### src/rtl/detector_pkg.sv
// detector_pkg: shared FSM state type, detector pattern and default widths for the 1011 stream controller
package detector_pkg;
  typedef enum logic [2:0] {IDLE, CLR, SHIFT, DRAIN, REPORT} state_t;
  localparam logic [3:0] PATTERN = 4'b1011;
  localparam int WORD_W_DEF = 8;
  localparam int CNT_W_DEF = 4;
endpackage

### src/rtl/bit_serializer.sv
// bit_serializer: parallel-load MSB-first shift register with a down-counting bit index
// Ports: clk/reset (sync, active-high); load captures word_in; shift_en shifts left one bit;
//        serial_out is the current MSB; last_bit flags the bit at index 0.
module bit_serializer #(
  parameter int WORD_W = 8
) (
  input  logic              clk,
  input  logic              reset,
  input  logic              load,
  input  logic              shift_en,
  input  logic [WORD_W-1:0] word_in,
  output logic              serial_out,
  output logic              last_bit
);
  localparam int IW = $clog2(WORD_W);
  logic [WORD_W-1:0] sr_q, sr_d;
  logic [IW-1:0] idx_q, idx_d;
  always_comb begin
    sr_d = load ? word_in : shift_en ? {sr_q[WORD_W-2:0], 1'b0} : sr_q;
    idx_d = load ? IW'(WORD_W - 1) : shift_en ? idx_q - 1'b1 : idx_q;
  end
  always_ff @(posedge clk) begin
    if (reset) begin
      sr_q <= '0;
      idx_q <= '0;
    end else begin
      sr_q <= sr_d;
      idx_q <= idx_d;
    end
  end
  assign serial_out = sr_q[WORD_W-1];
  assign last_bit = idx_q == '0;
endmodule

### src/rtl/detector_stream_ctrl.sv
// detector_stream_ctrl: feeds words MSB-first into a hybrid 1011 detector and reports per-word match counts
// Ports: clk/reset (sync, active-high); word_in/word_valid/word_ready producer handshake;
//        det_reset/det_din/det_mealy/det_moore detector link; match_count/count_valid/consist_err report.
module detector_stream_ctrl
  import detector_pkg::*;
#(
  parameter int WORD_W = WORD_W_DEF,
  parameter int CNT_W = CNT_W_DEF
) (
  input  logic              clk,
  input  logic              reset,
  input  logic [WORD_W-1:0] word_in,
  input  logic              word_valid,
  output logic              word_ready,
  output logic              det_reset,
  output logic              det_din,
  input  logic              det_mealy,
  input  logic              det_moore,
  output logic [CNT_W-1:0]  match_count,
  output logic              count_valid,
  output logic              consist_err
);
  localparam logic [CNT_W-1:0] CNT_MAX = '1;
  state_t state_q, state_d;
  logic [CNT_W-1:0] mealy_q, mealy_d, moore_q, moore_d, match_count_q, match_count_d;
  logic count_valid_q, count_valid_d, consist_err_q, consist_err_d;
  logic accept, shifting, draining, serial_out, last_bit;
  assign accept = state_q == IDLE && word_valid;
  assign shifting = state_q == SHIFT;
  assign draining = state_q == DRAIN;
  bit_serializer #(.WORD_W(WORD_W)) u_ser (
    .clk        (clk),
    .reset      (reset),
    .load       (accept),
    .shift_en   (shifting),
    .word_in    (word_in),
    .serial_out (serial_out),
    .last_bit   (last_bit)
  );
  // Report registers load on the DRAIN->REPORT edge so they are already valid while count_valid is high;
  // the Moore side uses moore_d to include a hit on the final bit sampled during DRAIN.
  always_comb begin
    state_d = state_q == IDLE  ? (word_valid ? CLR : IDLE) :
              state_q == CLR   ? SHIFT :
              state_q == SHIFT ? (last_bit ? DRAIN : SHIFT) :
              state_q == DRAIN ? REPORT : IDLE;
    mealy_d = accept ? '0 : (shifting && det_mealy && mealy_q != CNT_MAX) ? mealy_q + 1'b1 : mealy_q;
    moore_d = accept ? '0 : ((shifting || draining) && det_moore && moore_q != CNT_MAX) ? moore_q + 1'b1 : moore_q;
    count_valid_d = draining;
    match_count_d = draining ? mealy_q : match_count_q;
    consist_err_d = draining ? mealy_q != moore_d : consist_err_q;
  end
  always_ff @(posedge clk) begin
    if (reset) begin
      state_q <= IDLE;
      mealy_q <= '0;
      moore_q <= '0;
      match_count_q <= '0;
      count_valid_q <= 1'b0;
      consist_err_q <= 1'b0;
    end else begin
      state_q <= state_d;
      mealy_q <= mealy_d;
      moore_q <= moore_d;
      match_count_q <= match_count_d;
      count_valid_q <= count_valid_d;
      consist_err_q <= consist_err_d;
    end
  end
  assign word_ready = state_q == IDLE;
  assign det_reset = reset || state_q == CLR;
  assign det_din = shifting && serial_out;
  assign match_count = match_count_q;
  assign count_valid = count_valid_q;
  assign consist_err = consist_err_q;
endmodule

### config.mk
export PLATFORM = sky130hd
export DESIGN_NAME = detector_stream_ctrl
export DESIGN_NICKNAME = d
export VERILOG_FILES = /design/src/rtl/detector_pkg.sv /design/src/rtl/bit_serializer.sv /design/src/rtl/detector_stream_ctrl.sv
export SDC_FILE = /design/constraint.sdc
export NUM_CORES = 1
export LEC_CHECK = 0
export ABC_CLOCK_PERIOD_IN_PS = 3600
export BUFFER_PORTS_ARGS = -buffer_cell sky130_fd_sc_hd__buf_2
export CAP_MARGIN = 15
export CELL_PAD_IN_SITES_DETAIL_PLACEMENT = 1
export CELL_PAD_IN_SITES_GLOBAL_PLACEMENT = 1
export CORE_ASPECT_RATIO = 1.75
export CORE_MARGIN = 5
export CORE_UTILIZATION = 45
export CTS_CLUSTER_SIZE = 12
export DETAILED_ROUTE_END_ITERATION = 10
export PLACE_DENSITY = 0.88
export SLEW_MARGIN = 25
export SYNTH_ARGS = -nofsm -noshare
export SYNTH_HDL_FRONTEND = slang
export SYNTH_HIERARCHICAL = 1
export SYNTH_SLANG_ARGS = --single-unit
### constraint.sdc
create_clock -name clk -period 3.6 [get_ports clk]
set_input_delay 0 -clock clk [delete_from_list [all_inputs] [get_ports clk]]
set_output_delay 0 -clock clk [all_outputs]
set_load 0.005 [all_outputs]
==> reports/results.tsv <==
stage	metric	value	unit
placed_design	DP Worst Slack	1.890	ns
placed_design	Placed Cells	206	
yosys	largest family of logic cells by synthesized area	simple AND/OR/NAND/NOR gates	
route	via-per-instance ratio	5.450	
worst_setup_path	Crit path arrival time	1.92	ns
yosys	area share of fa/ha/maj cells after synthesis	3.594	%
pwr	switching part of the total	27.32	%
die	Initial Utilization	47.04	%
final_layout	fill count	368	
global_routing	grt peak-use layer	met2	
worst_setup_path	Setup CP Type	reg2reg	
route	vias after detailed routing	1150	
pwr	power share of the clock group	28.4	%
yosys	Top FF cell, synth	dfxtp_1	
yosys	Synth Area in Compound Gates	12.04	%
yosys	Yosys reg bits	28	
global_routing	antenna violations before repair	0	
yosys	Mapped Avg Cell Area	9.222	sq um
final_layout	final core occ	53.09	%
timing	Rel. slew slack	58.44	%
worst_setup_path	Crit. End Element	flip-flop	
yosys	Post-synth EDFFs	0	
run	MaxCap Viol Count	0	
die	Cell Rows	26	
timing	final-report max-slew violation count	0	
yosys	mux contribution to synthesized area	7.188	%
clock_tree	H-tree depth	1	
final_layout	most frequent cells in the layout	dfxtp_1, buf_2, nor2_1	
yosys	asr flop ratio synth	0	%
die	I/O pins	22	
placed_design	I/O Buffers	21	
placed_design	gp weighted congestion	0.9730	
timing	final hold viol count	0	
pwr	logic gate share of total power	19.7	%
global_routing	M2 GR Usage	30.81	%
clock_tree	Num Clock Sinks	28	
die	Core ar.	0.002960	sq mm
pwr	maximum VDD drop	0.2939	mV
yosys	yosys warns	6	
yosys	Synth Area in XOR/XNOR	6.110	%
yosys	Mapped Cells	151	
route	router iterations before antenna repair	4	
pwr	cell area power density	433.3	mW/mm^2
global_routing	GR Util met3	1.789	%
pwr	Sw Pwr	0.0001860	W
global_routing	largest net degree at the start of global routing	23	
pwr	sequential cell fraction of total power	51.9	%
final_layout	Antenna diodes	0	
worst_setup_path	reg2reg setup slack	1.85	ns
route	DR iter-0 viols	10	
placed_design	Post-DP HPWL	2556	um
die	height of the chip	83.59	um
route	# DRC	0	
yosys	sequential area share after synthesis	40.25	%
global_routing	first-pass GRT wire length	5740	um
pwr	Power Internal	0.0004950	W
timing	Period Utilization, post-route	48.58	%
route	post-route ant nets	0	
timing	FMAX	571.9	MHz
timing	final setup vio count	0	
worst_setup_path	Worst EP required	3.77	ns
yosys	Syn Std Cell Area	0.001393	sq mm
global_routing	vias in the first global route	1270	
global_routing	met1 track demand over resource	18.14	%
yosys	simple-gate share of the synthesized area	24.98	%
final_layout	Final Non-Filler Cells	211	
yosys	syn nets	168	
clock_tree	Worst-path clk slew	0.09	ns
clock_tree	CTS tree	yes	
timing	Worst Skew	0.001679	ns
pwr	Static Leak	0.6227	nW
worst_setup_path	Startpoint Class	flip-flop	
global_routing	total gr overflow	0	
yosys	Yosys cell types	40	
die	Die W	52.05	um
route	routed len/inst	15.43	um
clock_tree	Post-CTS Setup Bufs	0	
final_layout	nets	187	
timing	unrepaired setup endpoints after global routing	no	
clock_tree	CTS Buf Count	3	
worst_setup_path	maximum fanout along the worst path	16	
clock_tree	clk root buf	clkbuf_8	
timing	measured slew at the worst slew-check pin	0.6148	ns
global_routing	GRT Total Usage	17.01	%
timing	Tmin final	1.749	ns
min_path	worst hold path type	in2reg	
die	die area	0.004351	sq mm
run_status	status	finished, final reports clean	
route	Routed Wire Length	3255	um
timing	setup TNS	0	ns
final_layout	layout cell share with drive strength beyond 1	22.49	%
clock_tree	largest buffer count on any clock path	2	
final_layout	most common cell after layout, fill and taps aside	dfxtp_1	
timing	PnR worst setup slack	1.851	ns
final_layout	area grow syn2layout	12.85	%
clock_tree	worst-skew pair later-pin latency	0.27	ns
==> what timing repair did <==
action | 4_1_cts | 5_1_grt
hold buffers | 1 | 0
hold endpoints to repair | 1 | 0
gates resized for setup | 0 | 0
==> critical path: stages, from the launching register on <==
cell	delay, ns
dfxtp_1	0.50
nor3_1	0.11
nand2_1	0.12
inv_2	0.12
a311o_1	0.36
a21o_1	0.18
a22oi_1	0.18
o2bb2ai_1	0.08
==> kinds of logic after synthesis <==
| family | Yosys count |
|---|---|
| flops | 28 |
| simple gates | 60 |
| compound gates | 24 |
| xor+xnor | 8 |
| mux | 10 |
| buf+inv | 17 |
| fa+ha+maj | 4 |
==> cells in the mapped netlist (all sizes together) (3+ instances only) <==
library cell  number  area [sq um]
nand3              8         40.04
nand4              3         18.77
a21oi              7         35.03
inv                8         30.03
a211oi             7         52.55
ha                 4         50.05
nand2              7         26.28
dfxtp             28         560.5
nand2b             5         31.28
mux2i             10         100.1
nor2              13         48.80
clkbuf             5         18.77
xnor2              3         26.28
nor2b              7         61.31
buf                4         32.53
nor3               4         20.02
xor2               4         35.03
==> state kept, by name, indices dropped and copies added (netlist names) <==
| name | cells |
|---|---|
| consist_err | 1 |
| moore_q | 4 |
| count_valid | 1 |
| mealy_q | 4 |
| u_ser/idx_q | 3 |
| match_count | 4 |
| u_ser/sr_q | 8 |
| state_q | 3 |
==> power groups by stage <==
| stage | Clock (W) | Combinational, W | Sequential (W) |
|---|---|---|---|
| 3_5_place_dp | 0 | 0.000135 | 0.000361 |
| 4_1_cts | 0.000197 | 0.000137 | 0.000354 |
| 2_1_floorplan | 0 | 0.000110 | 0.000350 |
| 6_report | 0.000193 | 0.000134 | 0.000354 |
| 3_3_place_gp | 0 | 0.000126 | 0.000358 |
| 5_1_grt | 0.000213 | 0.000151 | 0.000358 |
==> cell type report <==
type | instances | area [sq um] | share of cell area (%)
timing repair buffer | 23 | 122.6 | 7.803
clock buffer | 4 | 55.05 | 3.503
multi-input combinational | 106 | 750.7 | 47.77
tap | 42 | 52.55 | 3.344
inverter | 8 | 30.03 | 1.911
sequential | 28 | 560.5 | 35.67
==> path summary, 6_finish.rpt <==
path / from / endpoint / cells past startpoint
setup / recovery: state_q[0] / consist_err / 7
hold / removal: word_in[7] / u_ser/sr_q[7] / 3
setup reg to reg: state_q[0] / consist_err / 7
hold reg to reg: match_count[1] / match_count[1] / 2
==> metrics by stage <==
step / instance area (sq um) / hold slack [ns] / power [W]
final: 1572 / 0.01412 / 0.0006810
after global routing: 1572 / 0.01085 / 0.0007219
after CTS: 1572 / 0.01126 / 0.0006878
after detailed placement: 1506 / 0.2627 / 0.0004958
after global placement: 1506 / 0.2613 / 0.0004844
after floorplan: 1393 / 0.07276 / 0.0004606
==> per-layer routing <==
metal,vias to the layer above,wire length [um],share of wire (%)
li1,563,-,-
met1,549,1224,38
met4,0,93,2.9
met2,28,1834,56
met3,10,103,3.2
met5,-,0,0
Power figures use the tool's default switching activity.
